`src/rtl/cdb_arbiter.sv`:
```
// cdb_arbiter: round-robin arbiter for the single common data bus.
// Picks at most one valid functional-unit result per cycle, acknowledges it
// combinationally on req_ready, and broadcasts its ROB tag/value on the
// registered cdb_* outputs one cycle later.
// Optional feature macro: CDB_PERF_CNT_EN (per-requester grant counters and a
// contention counter exposed as extra output ports).
//
// Handshake: a transfer happens in a cycle where req_valid[i] && req_ready[i].
// A requester keeps valid/tag/value stable until it sees ready; req_ready is
// computed only from req_valid, rr_ptr, reset and flush, never from itself.

`ifndef ROB_TAG_LEN
`define ROB_TAG_LEN 5
`endif
`ifndef XLEN
`define XLEN 32
`endif

module cdb_arbiter #(
    parameter int NUM_REQ   = 3,
    parameter int REQ_IDX_W = 2
) (
    input  logic                            clock,
    input  logic                            reset,
    input  logic                            flush,
    input  logic [NUM_REQ-1:0]              req_valid,
    input  logic [NUM_REQ*`ROB_TAG_LEN-1:0] req_rob_tag,
    input  logic [NUM_REQ*`XLEN-1:0]        req_value,
    output logic [NUM_REQ-1:0]              req_ready,
    output logic                            cdb_valid,
    output logic [`ROB_TAG_LEN-1:0]         cdb_rob_tag,
    output logic [`XLEN-1:0]                cdb_value,
    output logic [REQ_IDX_W-1:0]            cdb_src
`ifdef CDB_PERF_CNT_EN
    ,
    output logic [NUM_REQ*32-1:0]           perf_grant_cnt,
    output logic [31:0]                     perf_conflict_cnt
`endif
);

    // Reject unsupported configurations at elaboration time.
    if (NUM_REQ < 2 || NUM_REQ > 8) begin : g_bad_num_req
        $error("cdb_arbiter: NUM_REQ must be in 2..8");
    end
    if (REQ_IDX_W < $clog2(NUM_REQ)) begin : g_bad_idx_w
        $error("cdb_arbiter: REQ_IDX_W too narrow for NUM_REQ");
    end

    // Round-robin pointer: first index searched in the next cycle.
    logic [REQ_IDX_W-1:0]    rr_ptr;

    // Arbitration results for the current cycle.
    logic [NUM_REQ-1:0]      grant;
    logic                    grant_any;
    logic [REQ_IDX_W-1:0]    grant_idx;
    logic [`ROB_TAG_LEN-1:0] sel_tag;
    logic [`XLEN-1:0]        sel_value;
    int                      cand;

    // Search from rr_ptr upward with wrap; first valid requester wins.
    // Reset and flush suppress every grant.
    always_comb begin
        grant     = '0;
        grant_any = 1'b0;
        grant_idx = '0;
        sel_tag   = '0;
        sel_value = '0;
        cand      = 0;
        if (!reset && !flush) begin
            for (int off = 0; off < NUM_REQ; off++) begin
                cand = int'(rr_ptr) + off;
                if (cand >= NUM_REQ) begin
                    cand = cand - NUM_REQ;
                end
                if (!grant_any && req_valid[cand]) begin
                    grant_any   = 1'b1;
                    grant[cand] = 1'b1;
                    grant_idx   = cand[REQ_IDX_W-1:0];
                end
            end
            for (int i = 0; i < NUM_REQ; i++) begin
                if (grant[i]) begin
                    sel_tag   = req_rob_tag[i*`ROB_TAG_LEN +: `ROB_TAG_LEN];
                    sel_value = req_value[i*`XLEN +: `XLEN];
                end
            end
        end
    end

    assign req_ready = grant;

    // Register the broadcast and advance the pointer past each winner.
    // Tag 0 is the "no tag" marker: the request is consumed but not broadcast,
    // and the last broadcast payload is left untouched.
    always_ff @(posedge clock) begin
        if (reset) begin
            rr_ptr      <= '0;
            cdb_valid   <= 1'b0;
            cdb_rob_tag <= '0;
            cdb_value   <= '0;
            cdb_src     <= '0;
        end else if (flush) begin
            cdb_valid <= 1'b0;
        end else if (grant_any) begin
            rr_ptr <= (grant_idx == REQ_IDX_W'(NUM_REQ - 1)) ? '0
                                                               : grant_idx + REQ_IDX_W'(1);
            if (sel_tag != '0) begin
                cdb_valid   <= 1'b1;
                cdb_rob_tag <= sel_tag;
                cdb_value   <= sel_value;
                cdb_src     <= grant_idx;
            end else begin
                cdb_valid <= 1'b0;
            end
        end else begin
            cdb_valid <= 1'b0;
        end
    end

`ifdef CDB_PERF_CNT_EN
    logic conflict;
    assign conflict = ($countones(req_valid) >= 2) && !flush;

    // Saturating counters: transfers per requester (tag-0 drops included)
    // and cycles with two or more valid requesters outside a flush.
    always_ff @(posedge clock) begin
        if (reset) begin
            perf_grant_cnt    <= '0;
            perf_conflict_cnt <= '0;
        end else begin
            for (int i = 0; i < NUM_REQ; i++) begin
                if (grant[i] && perf_grant_cnt[i*32 +: 32] != 32'hFFFF_FFFF) begin
                    perf_grant_cnt[i*32 +: 32] <= perf_grant_cnt[i*32 +: 32] + 32'd1;
                end
            end
            if (conflict && perf_conflict_cnt != 32'hFFFF_FFFF) begin
                perf_conflict_cnt <= perf_conflict_cnt + 32'd1;
            end
        end
    end
`endif

endmodule

```
`config.mk`:
```
export PLATFORM = sky130hd
export DESIGN_NAME = cdb_arbiter
export DESIGN_NICKNAME = d
export VERILOG_FILES = /design/src/rtl/cdb_arbiter.sv
export SDC_FILE = /design/constraint.sdc
export NUM_CORES = 1
export LEC_CHECK = 0
export ABC_AREA = 1
export CAP_MARGIN = 30
export CORE_MARGIN = 2
export CORE_UTILIZATION = 30
export DETAILED_ROUTE_END_ITERATION = 10
export PLACE_DENSITY = 0.69
export SLEW_MARGIN = 20
export SYNTH_ARGS = -nofsm -noshare
export SYNTH_HDL_FRONTEND = slang
export SYNTH_SLANG_ARGS = --single-unit
```
`constraint.sdc`:
```
create_clock -name clock -period 7.9 [get_ports clock]
set_clock_uncertainty 0.1 [all_clocks]
set_input_delay 1.58 -clock clock [delete_from_list [all_inputs] [get_ports clock]]
set_output_delay 1.58 -clock clock [all_outputs]
set_load 0.005 [all_outputs]
```
==> flow_metrics.tcl, run 1 <==
set metrics [dict create \
    fp.coreArea_um2 9330 \
    seq_area_um2 841 \
    slew_headroom_pct 45.1 \
    synth.cell_area_um2 2900 \
    holdPathStages 2 \
    cts_hold_buf 0 \
    row_count 35 \
    synthFlopType "dfxtp_1" \
    crit_arrival_ps 4180 \
    yosysMostFrequentCell "nand2_1" \
    whs_endpoint "cdb_value[30]" \
    async_flop_share_pct 0 \
    path_max_fanout 41 \
    grt_max_degree 45 \
    r2r_start "rr_ptr[0]" \
    cp-start-kind "primary input" \
    area_growth_syn_to_layout_pct 60.7 \
    yosysWarnings 0 \
    grt_use_total_pct 18.6 \
    dp_hpwl_um 7410 \
    clock_latency_ps 280 \
    path_delay_family "simple AND/OR/NAND/NOR gates" \
    avgSynthCellArea_um2 6.02 \
    setup_viol 0 \
    p_sw_share_pct 49.5 \
    path_cells "clkdlybuf4s50_1, nand3_1, nand3_2, nor2_4, nand3_1, nand2_2, inv_1, nor2_1, clkdlybuf4s50_1" \
    synth_area_leader_cell "dfxtp_1" \
    clk_path_buf_depth 2 \
    die_width_um 102 \
    max_stage_delay_ps 620 \
    wirelength_um 9950 \
    max_freq_ghz 0.171 \
    path_class "in -> out" \
    worstMarginPinSlew_ps 821 \
    r2r_cells 18 \
    total_power_w 0.00172 \
    synth.area.top_cells "dfxtp_1 29%, nand2_1 16%, nor2_1 13%" \
    synth_cell_type_count 29 \
    filler_cell_count 977 \
    clk_pin_slew_worst_paths_ps 80 \
    comb_power_share_pct 71.8 \
    cts_root_buffer "clkbuf_8" \
    slowest_stage "nand2_2" \
    slew_viol_final 0 \
    drive_above_1_share_pct 5.41 \
    ant_nets 0 \
    syn-num-nets 603 \
    leakagePower_nw 2.02 \
    io_buffer_count 159 \
    grt_antenna_before_repair 0 \
    place_area_um2 4560 \
    fin_tns_setup_ps 0 \
    start_util_pct 31.1 \
    vias 3520 \
    h-tree-depth 2 \
    antennaDiodeCount 0 \
    io_pins 160 \
    cts.sinks 42 \
    seq_area_frac_synth_pct 29.0 \
    cts_tree "done" \
    irDropWorstVdd_v 0.000142 \
    dieArea_um2 10500 \
    power.switching_w 0.000849 \
    crit_buf_inv 3 \
    cts-resized-gates 0 \
    cts_buffers 5 \
    rsz0062_at_grt "no" \
    wl_per_cell_um 13.1 \
    dieHeight_um 102 \
    ys_ff_latch 42 \
    end_kind "primary output" \
    crit_required_ps 6220 \
    grt_first_pass_wirelength_um 15500 \
    status "finished clean" \
    power.density_nw_per_um2 368 \
    p_seq_share_pct 18.5 \
    multiInputGateArea_um2 1750 \
    grt_pass1_vias 3223 \
    drt_first_iter_violations 213 \
    viasPerCell 4.65 \
    fin_crit_sh_pct 74.1 \
    fin_nets 748 \
    min_path_type "reg -> reg" \
    yosys.area.top_type_share_pct 29.0 \
    ff2ff_setup_slack_ps 4100 \
    synthTopCellsByCount "122 x nand2_1, 103 x nor2_1, 58 x a21oi_1" \
    drc 0 \
    min_from "cdb_value[30]" \
    period_minus_slack_ps 5860 \
    drt-pass1-iter-count 5 \
    rr_endpoint "cdb_value[13]" \
    gp_congestion 0.962 \
    p_int_w 0.000867 \
    fin_area_um2 4660 \
    synth-edff-count 0 \
    hold_viol 0 \
    p_clk_share_pct 9.7 \
    grt_remaining_overflow 0 \
    max-cap-violations 0 \
    syn_inst 482 \
    post_cts_buffers 0 \
]
[how the worst max path moves through the flow]
stage / slack (ps) / endpoint / depth (start not counted) / from
floorplan: 3780 / req_ready[2] / 9 / req_valid[1]
global route: 1750 / req_ready[1] / 9 / req_valid[2]
finish: 2040 / req_ready[1] / 9 / req_valid[2]
detailed placement: 2040 / req_ready[1] / 9 / req_valid[2]
CTS: 2040 / req_ready[1] / 9 / req_valid[2]
global placement: 2180 / req_ready[1] / 12 / req_valid[1]
[worst reg2reg max path, delay by kind of cell (launching register included)]
| family | cells | cell delay, ps |
|---|---|---|
| and+or+nand+nor | 14 | 2390 |
| buffers and inverters | 3 | 440 |
| adders and majority gates | 1 | 390 |
| DFF | 1 | 380 |
[layer usage]
| layer | wire length, um | vias up | GRT usage [%] |
|---|---|---|---|
| li1 | - | 1813 | - |
| met1 | 4190 | 1570 | 22.8 |
| met2 | 4990 | 133 | 33.8 |
| met3 | 733 | 4 | 4.45 |
| met4 | 35 | 0 | 2.26 |
| met5 | 0 | - | 0 |
[power groups by stage]
stage          Clock, W  Combinational [W]  Sequential [W]
3_3_place_gp          0            0.00121        0.000319
5_1_grt        0.000185            0.00140        0.000326
2_1_floorplan         0           0.000913        0.000326
4_1_cts        0.000172            0.00124        0.000318
3_5_place_dp          0            0.00123        0.000322
6_report       0.000166            0.00123        0.000318
[area by class of cell]
cell class / count / share of cell area, %
Sequential cell: 42 / 18.0
Multi-Input combinational cell: 372 / 37.4
Inverter: 42 / 3.38
Tap cell: 129 / 3.46
Clock inverter: 3 / 0.858
Clock buffer: 5 / 1.48
Timing Repair Buffer: 164 / 35.4
[cell families (layout without fill, tap and decap cells)]
logic type | Yosys count | in the layout | synth area share, %
and+or+nand+nor | 261 | 261 | 38.0
AOI/OAI and AO/OA | 107 | 107 | 20.5
adders and majority gates | 4 | 4 | 1.72
DFF | 42 | 42 | 29.0
buffers and inverters | 68 | 214 | 10.9
[state kept, by name, indices dropped and copies added, names as in the netlist]
signal / cells
cdb_valid: 1
cdb_src: 2
cdb_value: 32
rr_ptr: 2
cdb_rob_tag: 5
[layout by cell type, fill, tap and decap left out, drive strengths merged]
| cell | netlist | routed |
|---|---|---|
| dfxtp | 42 | 42 |
| clkinv | 1 | 3 |
| clkdlybuf4s50 | 0 | 159 |
| o21bai | 13 | 13 |
| bufinv | 0 | 1 |
| ha | 4 | 4 |
| o211ai | 1 | 1 |
| clkbuf | 10 | 5 |
| a21oi | 58 | 58 |
| o31ai | 1 | 1 |
| nand2 | 129 | 129 |
| buf | 16 | 5 |
| nand3 | 22 | 22 |
| a31oi | 1 | 1 |
| o21ai | 25 | 25 |
| a22oi | 6 | 6 |
| nor2 | 108 | 108 |
| a21boi | 2 | 2 |
| nor3 | 1 | 1 |
| or2 | 1 | 1 |
| inv | 41 | 41 |
[per-stage QoR]
stage / instances / util [%] / setup slack (ps) / hold WS, ps
final: 757 / 50.0 / 2040 / 387
after global routing: 757 / 50.0 / 1750 / 408
after CTS: 757 / 50.0 / 2040 / 391
after detailed placement: 749 / 48.8 / 2040 / 376
after global placement: 748 / 48.5 / 2180 / 365
after floorplan: 482 / - / 3780 / 367
(Power assumes the default switching activity.)
==> run 2: changes to the inputs <==
==> constraint.sdc (replaced) <==
create_clock -name clock -period 6.14 [get_ports clock]
set_clock_uncertainty 0.1 [all_clocks]
set_input_delay 1.228 -clock clock [delete_from_list [all_inputs] [get_ports clock]]
set_output_delay 1.228 -clock clock [all_outputs]
set_load 0.005 [all_outputs]
==> run 2 against run 1 <==
- global-route usage fell by 0.40 points
- sequential cell count unchanged
- critical path depth grew 3
- sequential power grew 28%
- wire length shrank 1.0%
- setup slack got worse by 650 ps
- worst hold slack got worse by 3.7 ps
- total power increased by 29%
- first-iteration DRC count fell by 67%
- utilization grew 0.12 points
- cell area is 0.24% higher
- critical endpoint unchanged
==> flow_metrics.tcl, run 2 (same netlist as run 1, synthesis figures left out) <==
set metrics [dict create \
    gp_congestion 0.854 \
    min_path_type "reg -> reg" \
    drt_first_iter_violations 71 \
    final_cell_mix "159 x clkdlybuf4s50_1, 122 x nand2_1, 103 x nor2_1, 58 x a21oi_1, 42 x dfxtp_1" \
    drt-pass1-iter-count 5 \
    holdPathStages 2 \
    max_freq_ghz 0.211 \
    fp.coreArea_um2 9330 \
    fin_nets 749 \
    drive_above_1_share_pct 5.41 \
    start_util_pct 31.1 \
    row_count 35 \
    crit_required_ps 4810 \
    filler_cell_count 950 \
    clk_path_buf_depth 2 \
    cts_buffers 5 \
    wirelength_um 9850 \
    status "finished clean" \
    largest_reg_flops 32 \
    cts.sinks 42 \
    grt_first_pass_wirelength_um 15000 \
    pre_cts_ws_ps 1410 \
    cts_tree "done" \
    antennaDiodeCount 0 \
    die_width_um 102 \
    hold_viol 0 \
    fin_cells 757 \
    regMostFlops "cdb_value" \
    total_power_w 0.00222 \
    path_max_fanout 19 \
    io_buffer_count 159 \
    slew_headroom_pct 38.6 \
    fin_crit_sh_pct 77.3 \
    setup_viol 0 \
    reg_top3 "cdb_value (32), cdb_rob_tag (5)" \
    grt_use_total_pct 18.2 \
    grt_pass1_vias 3208 \
    io_pins 160 \
    dp_hpwl_um 7490 \
    crit_arrival_ps 3420 \
    rsz0062_at_grt "no" \
    leakagePower_nw 2.02 \
    drc 0 \
    dieArea_um2 10500 \
    fin_tns_setup_ps 0 \
    fin_ws_ps 1390 \
    slew_viol_final 0 \
    max-cap-violations 0 \
    post_cts_buffers 0 \
    final_common_cell "clkdlybuf4s50_1" \
    clk_pin_slew_worst_paths_ps 80 \
    end_kind "primary output" \
    viasPerCell 4.60 \
    power.density_nw_per_um2 474 \
    wl_per_cell_um 13.0 \
    h-tree-depth 2 \
    cts_hold_buf 0 \
    cts-resized-gates 0 \
    area_growth_syn_to_layout_pct 61.1 \
    period_minus_slack_ps 4750 \
    grt_max_degree 45 \
    vias 3481 \
    placed_cells 750 \
    worstMarginPinSlew_ps 921 \
    path_class "in -> out" \
    grt_remaining_overflow 0 \
    cp-start-kind "primary input" \
    ant_nets 0 \
    irDropWorstVdd_v 0.000201 \
    cts_root_buffer "clkbuf_8" \
    r2r_cells 17 \
    clock_latency_ps 280 \
    grt_antenna_before_repair 0 \
    dieHeight_um 102 \
]
## run 2: cell count changes in the layout (fill, tap and decap cells not counted)
| cell | previous run | this run |
|---|---|---|
| clkinv_2 | 2 | 0 |
| buf_4 | 4 | 5 |
| clkbuf_8 | 5 | 6 |
## run 2: final timing paths
path | start | endpoint | slack [ps]
min reg2reg | cdb_value[2] | cdb_value[2] | 380
max reg2reg | rr_ptr[0] | cdb_value[22] | 2750
min | cdb_value[2] | cdb_value[2] | 380
max | req_valid[1] | req_ready[1] | 1390
## run 2: area by class of cell
type	instances	area, um^2	area share, %
tap	129	161	3.45
timing repair buffer	165	1660	35.4
sequential	42	841	18.0
clock inverter	1	30.0	0.642
clock buffer	6	82.6	1.77
inverter	42	158	3.37
multi-input combinational	372	1750	37.4
## run 2: metal layers
layer / wire (um) / GRT usage (%) / vias to the layer above
met3: 642 / 4.45 / 6
met4: 101 / 3.38 / 0
met2: 4950 / 34.2 / 112
met1: 4150 / 20.9 / 1545
li1: - / - / 1818
met5: 0 / 0 / -
## run 2: power by group
group / internal [W] / switching (W)
registers: 0.000366 / 0.0000400
clock network: 0.000130 / 0.0000907
logic: 0.000636 / 0.000954
## run 2: critical path, cell delays in order
cell	delay, ps
clkdlybuf4s50_1	520
inv_1	80
nand2_1	70
nand3_2	90
nand2_4	100
nand2_1	80
nand2_1	60
nand2_1	80
nand2_2	310
inv_1	170
nor2_1	120
clkdlybuf4s50_1	510
## run 2: metrics by stage
stage	hold slack [ps]	util [%]	area [um^2]
after floorplan	367	-	2900
after global placement	364	48.6	4540
after detailed placement	369	48.9	4560
after CTS	389	50.1	4680
after global routing	408	50.1	4680
final	383	50.1	4680
